$ cat src/rtl/muntjac_cluster_pkg.sv
// rtl/muntjac_cluster_pkg.sv - register map and sequencer state encoding
package muntjac_cluster_pkg;

  localparam logic [1:0] REG_ENABLE    = 2'd0;
  localparam logic [1:0] REG_STATUS    = 2'd1;
  localparam logic [1:0] REG_TRACE_SEL = 2'd2;

  typedef enum logic [1:0] {
    SEQ_HOLD = 2'd0,
    SEQ_IDLE = 2'd1,
    SEQ_GAP  = 2'd2
  } seq_state_e;

endpackage

$ cat src/rtl/muntjac_pkg.sv
// rtl/muntjac_pkg.sv - core-level shared types used by the cluster controller
package muntjac_pkg;

  typedef struct packed {
    logic        valid;
    logic [31:0] pc;
    logic [31:0] insn;
  } instr_trace_t;

endpackage

$ cat src/rtl/muntjac_hart_release_seq.sv
// rtl/muntjac_hart_release_seq.sv - staggered per-hart reset release sequencer
module muntjac_hart_release_seq
  import muntjac_cluster_pkg::*;
#(
  parameter int unsigned NumHarts        = 4,
  parameter int unsigned ResetHoldCycles = 16,
  parameter int unsigned StaggerCycles   = 8
) (
  input  logic                clk_i,
  input  logic                rst_ni,
  input  logic [NumHarts-1:0] enable,
  input  logic [NumHarts-1:0] clr,
  output logic [NumHarts-1:0] released
);

  seq_state_e          state_q, state_d;
  logic [31:0]         cnt_q, cnt_d;
  logic [NumHarts-1:0] released_q;
  logic [NumHarts-1:0] pending;
  logic [NumHarts-1:0] pick;
  logic [NumHarts-1:0] set;
  logic                found;

  assign pending  = enable & ~released_q;
  assign released = released_q;

  always_comb begin
    pick  = '0;
    found = 1'b0;
    for (int i = 0; i < int'(NumHarts); i++) begin
      if (pending[i] && !found) begin
        pick[i] = 1'b1;
        found   = 1'b1;
      end
    end
  end

  // Counter exits on reaching 1 so that IDLE plus GAP span exactly StaggerCycles.
  always_comb begin
    state_d = state_q;
    cnt_d   = cnt_q;
    set     = '0;
    case (state_q)
      SEQ_HOLD: begin
        if (cnt_q <= 32'd1) state_d = SEQ_IDLE;
        else                cnt_d   = cnt_q - 32'd1;
      end
      SEQ_IDLE: begin
        if (|pending) begin
          set     = pick;
          cnt_d   = 32'(StaggerCycles - 1);
          state_d = (StaggerCycles > 1) ? SEQ_GAP : SEQ_IDLE;
        end
      end
      SEQ_GAP: begin
        if (cnt_q <= 32'd1) state_d = SEQ_IDLE;
        else                cnt_d   = cnt_q - 32'd1;
      end
      default: state_d = SEQ_HOLD;
    endcase
  end

  always_ff @(posedge clk_i or negedge rst_ni) begin
    if (!rst_ni) begin
      state_q    <= SEQ_HOLD;
      cnt_q      <= 32'(ResetHoldCycles - 1);
      released_q <= '0;
    end else begin
      state_q    <= state_d;
      cnt_q      <= cnt_d;
      released_q <= (released_q | set) & ~clr;
    end
  end

endmodule

$ cat src/rtl/muntjac_cluster_ctrl.sv
// rtl/muntjac_cluster_ctrl.sv - multi-hart cluster reset sequencing, hart IDs, registers and trace select
module muntjac_cluster_ctrl
  import muntjac_pkg::*;
  import muntjac_cluster_pkg::*;
#(
  parameter int unsigned NumHarts        = 4,
  parameter logic [31:0] BootMask        = 32'h1,
  parameter int unsigned ResetHoldCycles = 16,
  parameter int unsigned StaggerCycles   = 8,
  parameter logic [63:0] HartIdBase      = 64'h0
) (
  input  logic                           clk_i,
  input  logic                           rst_ni,
  input  logic                           cfg_valid_i,
  output logic                           cfg_ready_o,
  input  logic                           cfg_we_i,
  input  logic [1:0]                     cfg_addr_i,
  input  logic [31:0]                    cfg_wdata_i,
  output logic                           cfg_rvalid_o,
  output logic [31:0]                    cfg_rdata_o,
  output logic                           cfg_err_o,
  output logic [NumHarts-1:0]            hart_rst_no,
  output logic [NumHarts-1:0][63:0]      hart_id_o,
  input  instr_trace_t [NumHarts-1:0]    dbg_i,
  output instr_trace_t                   dbg_o
);

  logic [NumHarts-1:0] enable_q;
  logic [NumHarts-1:0] released;
  logic [NumHarts-1:0] en_clr;
  logic [4:0]          trace_sel_q;
  logic                wr_enable;
  logic                unused_wdata;
  instr_trace_t        dbg_sel;

  assign cfg_ready_o  = 1'b1;
  assign unused_wdata = ^cfg_wdata_i;
  assign wr_enable    = cfg_valid_i && cfg_we_i && (cfg_addr_i == REG_ENABLE);
  // Bits being cleared by this write drop their release on the same edge.
  assign en_clr       = wr_enable ? (enable_q & ~cfg_wdata_i[NumHarts-1:0]) : '0;
  assign hart_rst_no  = released;

  for (genvar i = 0; i < int'(NumHarts); i++) begin : g_hart_id
    assign hart_id_o[i] = HartIdBase + 64'(i);
  end

  muntjac_hart_release_seq #(
    .NumHarts        (NumHarts),
    .ResetHoldCycles (ResetHoldCycles),
    .StaggerCycles   (StaggerCycles)
  ) u_seq (
    .clk_i    (clk_i),
    .rst_ni   (rst_ni),
    .enable   (enable_q),
    .clr      (en_clr),
    .released (released)
  );

  always_ff @(posedge clk_i or negedge rst_ni) begin
    if (!rst_ni) begin
      enable_q     <= BootMask[NumHarts-1:0];
      trace_sel_q  <= '0;
      cfg_rvalid_o <= 1'b0;
      cfg_rdata_o  <= '0;
      cfg_err_o    <= 1'b0;
    end else begin
      cfg_rvalid_o <= cfg_valid_i;
      cfg_rdata_o  <= '0;
      cfg_err_o    <= 1'b0;
      if (cfg_valid_i) begin
        case (cfg_addr_i)
          REG_ENABLE: begin
            if (cfg_we_i) enable_q    <= cfg_wdata_i[NumHarts-1:0];
            else          cfg_rdata_o <= 32'(enable_q);
          end
          REG_STATUS: begin
            if (cfg_we_i) cfg_err_o   <= 1'b1;
            else          cfg_rdata_o <= 32'(released);
          end
          REG_TRACE_SEL: begin
            if (cfg_we_i) trace_sel_q <= cfg_wdata_i[4:0];
            else          cfg_rdata_o <= 32'(trace_sel_q);
          end
          default: cfg_err_o <= 1'b1;
        endcase
      end
    end
  end

  // Explicit compare loop keeps out-of-range selects returning zero.
  always_comb begin
    dbg_sel = '0;
    for (int i = 0; i < int'(NumHarts); i++) begin
      if (trace_sel_q == 5'(i)) dbg_sel = dbg_i[i];
    end
  end

  always_ff @(posedge clk_i or negedge rst_ni) begin
    if (!rst_ni) dbg_o <= '0;
    else         dbg_o <= dbg_sel;
  end

endmodule

$ cat config.mk
export PLATFORM = sky130hd
export DESIGN_NAME = muntjac_cluster_ctrl
export DESIGN_NICKNAME = d
export VERILOG_FILES = /design/src/rtl/muntjac_cluster_pkg.sv /design/src/rtl/muntjac_pkg.sv /design/src/rtl/muntjac_hart_release_seq.sv /design/src/rtl/muntjac_cluster_ctrl.sv
export SDC_FILE = /design/constraint.sdc
export NUM_CORES = 1
export LEC_CHECK = 0
export CAP_MARGIN = 15
export CORE_AREA = 2 2 255 257
export DETAILED_ROUTE_END_ITERATION = 10
export DIE_AREA = 0 0 257 259
export GPL_ROUTABILITY_DRIVEN = 0
export PLACE_DENSITY_LB_ADDON = 0.1
export SLEW_MARGIN = 15
export SYNTH_ARGS = -nofsm -noshare
export SYNTH_HDL_FRONTEND = slang
export SYNTH_SLANG_ARGS = --single-unit
$ cat constraint.sdc
create_clock -name clk_i -period 2.9 [get_ports clk_i]
set_input_delay 0.58 -clock clk_i [delete_from_list [all_inputs] [get_ports clk_i]]
set_output_delay 0.58 -clock clk_i [all_outputs]
set_load 0.01 [all_outputs]
; ---- Word level (Yosys, flattened, before mapping)
; Index checks and enable logic that the tools add are counted.
[classes]
reduce_logical = 19
addsub = 1
n_bitwise = 7
order_cmp = 1
mux = 27
eq_ne = 10
[op_table]
columns = cell, n
row1 = $mux W65, 4
row2 = $mux W32, 3
row3 = $pmux W32 S2, 1
row4 = $le A32 B1 Y1 const B, 1
row5 = $sub A32 B1 Y32 const B, 1
row6 = $mux W4, 5
row7 = $pmux W5 S3, 1
row8 = $and A4 B4 Y4, 3
row9 = $not A4 Y4, 3
row10 = $eq A5 B2 Y1 const B, 2
row11 = $reduce_and A3 Y1, 3
row12 = $mux W1, 8
row13 = $eq A5 B1 Y1 const B, 1
row14 = $logic_and A1 B1 Y1, 5
row15 = $logic_not A5 Y1, 1
row16 = $mux W5, 1
row17 = $eq A2 B1 Y1 const B, 2
row18 = $eq A2 B2 Y1 const B, 2
row19 = $logic_not A2 Y1, 2
row20 = $mux W2, 2
row21 = $ne A2 B1 Y1 const B, 2
row22 = $or A4 B4 Y4, 1
row23 = $pmux W2 S2, 1
row24 = $reduce_or A2 Y1, 2
row25 = 6 further kinds, 8
[word_totals]
out_inout_bits = 360
elab_cells = 76
register_bits = 146

; ---- Logic depth before layout (Yosys ltp)
[depth]
word_depth = 16
mapped_depth = 8
ltp_nobuf = 7

; ---- Hierarchy
; A second synthesis with hierarchy kept.
[unflattened]
hier_cells = 832
hier_area_um2 = 8500.7
[by_module_without_submodules]
columns = module, cells_per_inst, instances, area_per_inst_um2
row1 = muntjac_cluster_ctrl, 634, 1, 6461.2
row2 = muntjac_hart_release_seq, 198, 1, 2039.5

; ---- Worst setup path after synthesis
; OpenSTA, ideal clock, no wires.
[synth_timing]
kind = register -> register
start = reg u_seq.cnt_q[0]
end = reg u_seq.cnt_q[20]
path_slack_ns = 0.523
required_time_ns = 2.822
setup_ns = 0.078
path_buffers = 1
stages_incl_launch_ff = 9
arrival_ns = 2.299
path_cell_list = dfstp_2 inv_1 ha_1 or2_2 and4_1 a2111o_1 buf_2 or3_1 a21oi_1
[synth_between]
elab_chain_cells = 3
elab_cells_between_ends = 6
cone_classes = add/sub (1) / order compare (1) / eq/ne (1) / mux (2) / reduce/logical (1)
[synth_rtl]
columns = element, line
row1 = start: declaration, muntjac_hart_release_seq.sv:17  ; logic [31:0] cnt_q, cnt_d;
row2 = start signal: assignment, muntjac_hart_release_seq.sv:66  ; cnt_q <= 32'(ResetHoldCycles - 1);
row3 = start signal: assignment, muntjac_hart_release_seq.sv:70  ; cnt_q <= cnt_d;
row4 = $sub A32 B1 Y32 / $le A32 B1 Y1 (equally long branches), -
row5 = $mux W32 / $ne A2 B2 Y1 (equally long branches), -
row6 = $pmux W32 S2 / $reduce_and A3 Y1 (equally long branches), -
; Parallel ways exist; a longest one is shown, timed or not. The select of a mux whose other input is x is not followed.
; A chain may end at the register's enable or synchronous reset.

; ---- Worst setup path in the final report
[layout_timing]
start = reg u_seq.cnt_q[0]
end = reg u_seq.cnt_q[22]
; Same word-level chain as after synthesis.

==> results_dict.tcl <==
set metrics [dict create \
    core_area_um2 63880 \
    min_path_type "input pin to async pin" \
    synth_common_cells "buf_4, nor2_1, dfrtp_1" \
    ys_types 48 \
    dieArea_um2 66560 \
    seqPwrFrac 0.317 \
    maxSlewViolCount 0 \
    finalPower_mw 7.909 \
    cts_tree "yes" \
    diodes 0 \
    dpl.hpwl_um 28550 \
    synthFlopType "dfrtp_1" \
    syn_area_per_cell_um2 8.400 \
    cp_top_family "simple AND/OR/NAND/NOR gates" \
    status "finished, final reports clean" \
    grt_pass1_wl_um 50720 \
    syn2layout_area_growth_pct 49.59 \
    cpPeakStageDelay_ns 0.58 \
    required_ns 3.29 \
    ctsResizeCount 0 \
    ys_warn_count 0 \
    p_clk_frac 0.293 \
    boundaryPins 658 \
    grt-ovfl-total 0 \
    grt_usage 0.1062 \
    synth.area.top_cells "dfrtp_1, buf_4, nor2_1" \
    row_count 93 \
    via_count 7484 \
    synth_cells 994 \
    crit_type "flop to flop" \
    die_height_um 259 \
    drt_iter0_markers 245 \
    end_kind "flop" \
    crit_start "u_seq.cnt_q[0]" \
    worstPathCellList "inv_1, ha_1, or2_2, and4_1, a2111o_1, buf_4, or3_1, a21oi_1" \
    clock.fmax_mhz 378.0 \
    grt_start_max_net_pins 85 \
    cp_data_arrival_time_ns 3.03 \
    drt-total-wl_um 36350 \
    cts_inserted_buffers 17 \
    synth_async_sr_flop_share 1.000 \
    crit_buf_inv 2 \
    r2r-start "u_seq.cnt_q[0]" \
    switching_share 0.3891 \
    htree_levels 4 \
    p_switching_mw 3.077 \
    crit_path_top_delay_cell "dfstp_2" \
    p_int_mw 4.832 \
    drive_above_1_share 0.06203 \
    drc 0 \
    via_per_inst 3.413 \
    start_util 0.1307 \
    ir_worst_vdd_mv 0.4596 \
    io_buffers 346 \
    grt_pass1_vias 7339 \
    drv_cap 0 \
    rrSetupSlack_ns 0.25 \
    synthesis.area_um2 8349 \
    finalSetupTns_ns 0 \
    hold_viol_final 0 \
    tightest_slew_ns 0.9264 \
    synth_edf_count 0 \
    synth_seq_cells 119 \
    drt_first_pass_iters 4 \
    cts_buffer_depth 2 \
    r2r-end "u_seq.cnt_q[22]" \
    antenna_found_initial 2 \
    leakagePower_nw 5.313 \
    cp-start-kind "flop" \
    worstSkewPairLatency_ns 0.47 \
    ff2ff_path_depth 8 \
    antenna_left 0 \
    fill_cells 7158 \
    rsz0062_at_grt "false" \
    power_density_nw_per_um2 633.3 \
    nets 1625 \
    finClkSkew_ns 0.01109 \
    critical_path.max_fanout 6 \
    synth_most_common_cell "buf_4" \
    cts_root_buffer "clkbuf_16" \
    layout_min_cycle_time_ns 2.645 \
    clkTransAtPathRegs_ns 0.07 \
    cts_sinks 119 \
    yosysTopAreaCell "dfrtp_1" \
    slew_headroom 0.3824 \
    synth_top_area_share 0.3417 \
    fp.dieW_um 257 \
    seq_area_frac_synth 0.3574 \
    postCtsHoldBufs 0 \
    post_cts_buffers 0 \
    period_share 0.9122 \
    setup_viol 0 \
    wl_per_cell_um 16.57 \
    comb_power_share 0.391 \
]
[registers in the layout (all words and copies together), names as in the netlist]
register / flops
u_seq.released: 4
enable_q: 4
cfg_rvalid_o: 1
u_seq.state_q: 2
u_seq.cnt_q: 32
trace_sel_q: 5
dbg_o: 65
cfg_err_o: 1
cfg_rdata_o: 5
[layout make-up]
class	count	area (um^2)	area share
repair buffers	375	3745	0.2998
multi-input cells	805	4055	0.3247
inverters	7	26.28	0.002104
clock inverters	15	180.2	0.01443
clock buffers	17	425.4	0.03406
flip-flops and latches	119	2988	0.2392
well taps	855	1070	0.08565
[how the worst max path moves through the flow]
| stage | cells past startpoint | slack [ns] | end |
|---|---|---|---|
| 2_1_floorplan | 8 | 0.52 | u_seq.cnt_q[20] |
| 3_3_place_gp | 8 | 0.25 | u_seq.cnt_q[22] |
| 3_5_place_dp | 8 | 0.26 | u_seq.cnt_q[22] |
| 4_1_cts | 8 | 0.23 | u_seq.cnt_q[22] |
| 5_1_grt | 8 | 0.14 | u_seq.cnt_q[22] |
| 6_report | 8 | 0.25 | u_seq.cnt_q[22] |
[stage by stage]
stage | worst slack [ns] | util | instances | hold WS (ns) | area, um^2
after floorplan | 0.5234 | - | 1276 | 0.2844 | 9408
after global placement | 0.2519 | 0.1860 | 2161 | 0.4637 | 11880
after detailed placement | 0.2641 | 0.1860 | 2161 | 0.4729 | 11880
after CTS | 0.2324 | 0.1955 | 2193 | 0.005252 | 12490
after global routing | 0.1379 | 0.1955 | 2193 | 0.03475 | 12490
final | 0.2546 | 0.1955 | 2193 | 0.03329 | 12490
[layer usage]
metal  GRT usage  vias up  wire [um]
met3     0.04130       25       2862
met2      0.1819      286      18620
li1            -     3600          -
met5           0        -          0
met4     0.03198        0        449
met1      0.1219     3573      14410
[cell families after synthesis]
kind of cell	after synthesis	synth area share
buffers and inverters	352	0.2861
AOI/OAI and AO/OA	268	0.2047
and+or+nand+nor	236	0.1295
DFF	119	0.3574
muxes	13	0.01633
adders and majority gates	2	0.002997
other	2	0.0008995
xor gates and xnor gates	2	0.002098
[power by group through the flow]
| stage | Clock, mW | Combinational [mW] | Sequential, mW |
|---|---|---|---|
| floorplan | 0 | 1.78 | 2.54 |
| finish | 2.32 | 3.09 | 2.50 |
| global route | 2.50 | 3.42 | 2.58 |
| detailed placement | 0 | 3.15 | 2.53 |
| CTS | 2.45 | 3.16 | 2.51 |
| global placement | 0 | 3.16 | 2.53 |
[cell usage in the layout (no fill, tap or decap), types with 7 or more instances in the layout]
cell and count:
clkdlybuf4s50_1 345, conb_1 284, nor2_1 146, dfrtp_1 113, a21oi_1 87, a31oi_1 73, a22oi_1 65, buf_4 24
nand2_1 22, clkbuf_16 17, o31ai_1 11, or3_1 10, nor3_1 9, mux2i_1 8, inv_1 7, nor4_1 7
o211ai_1 7, o311ai_0 7, o21ai_0 7, inv_6 7
No activity file was read; power rests on OpenSTA's default activity.
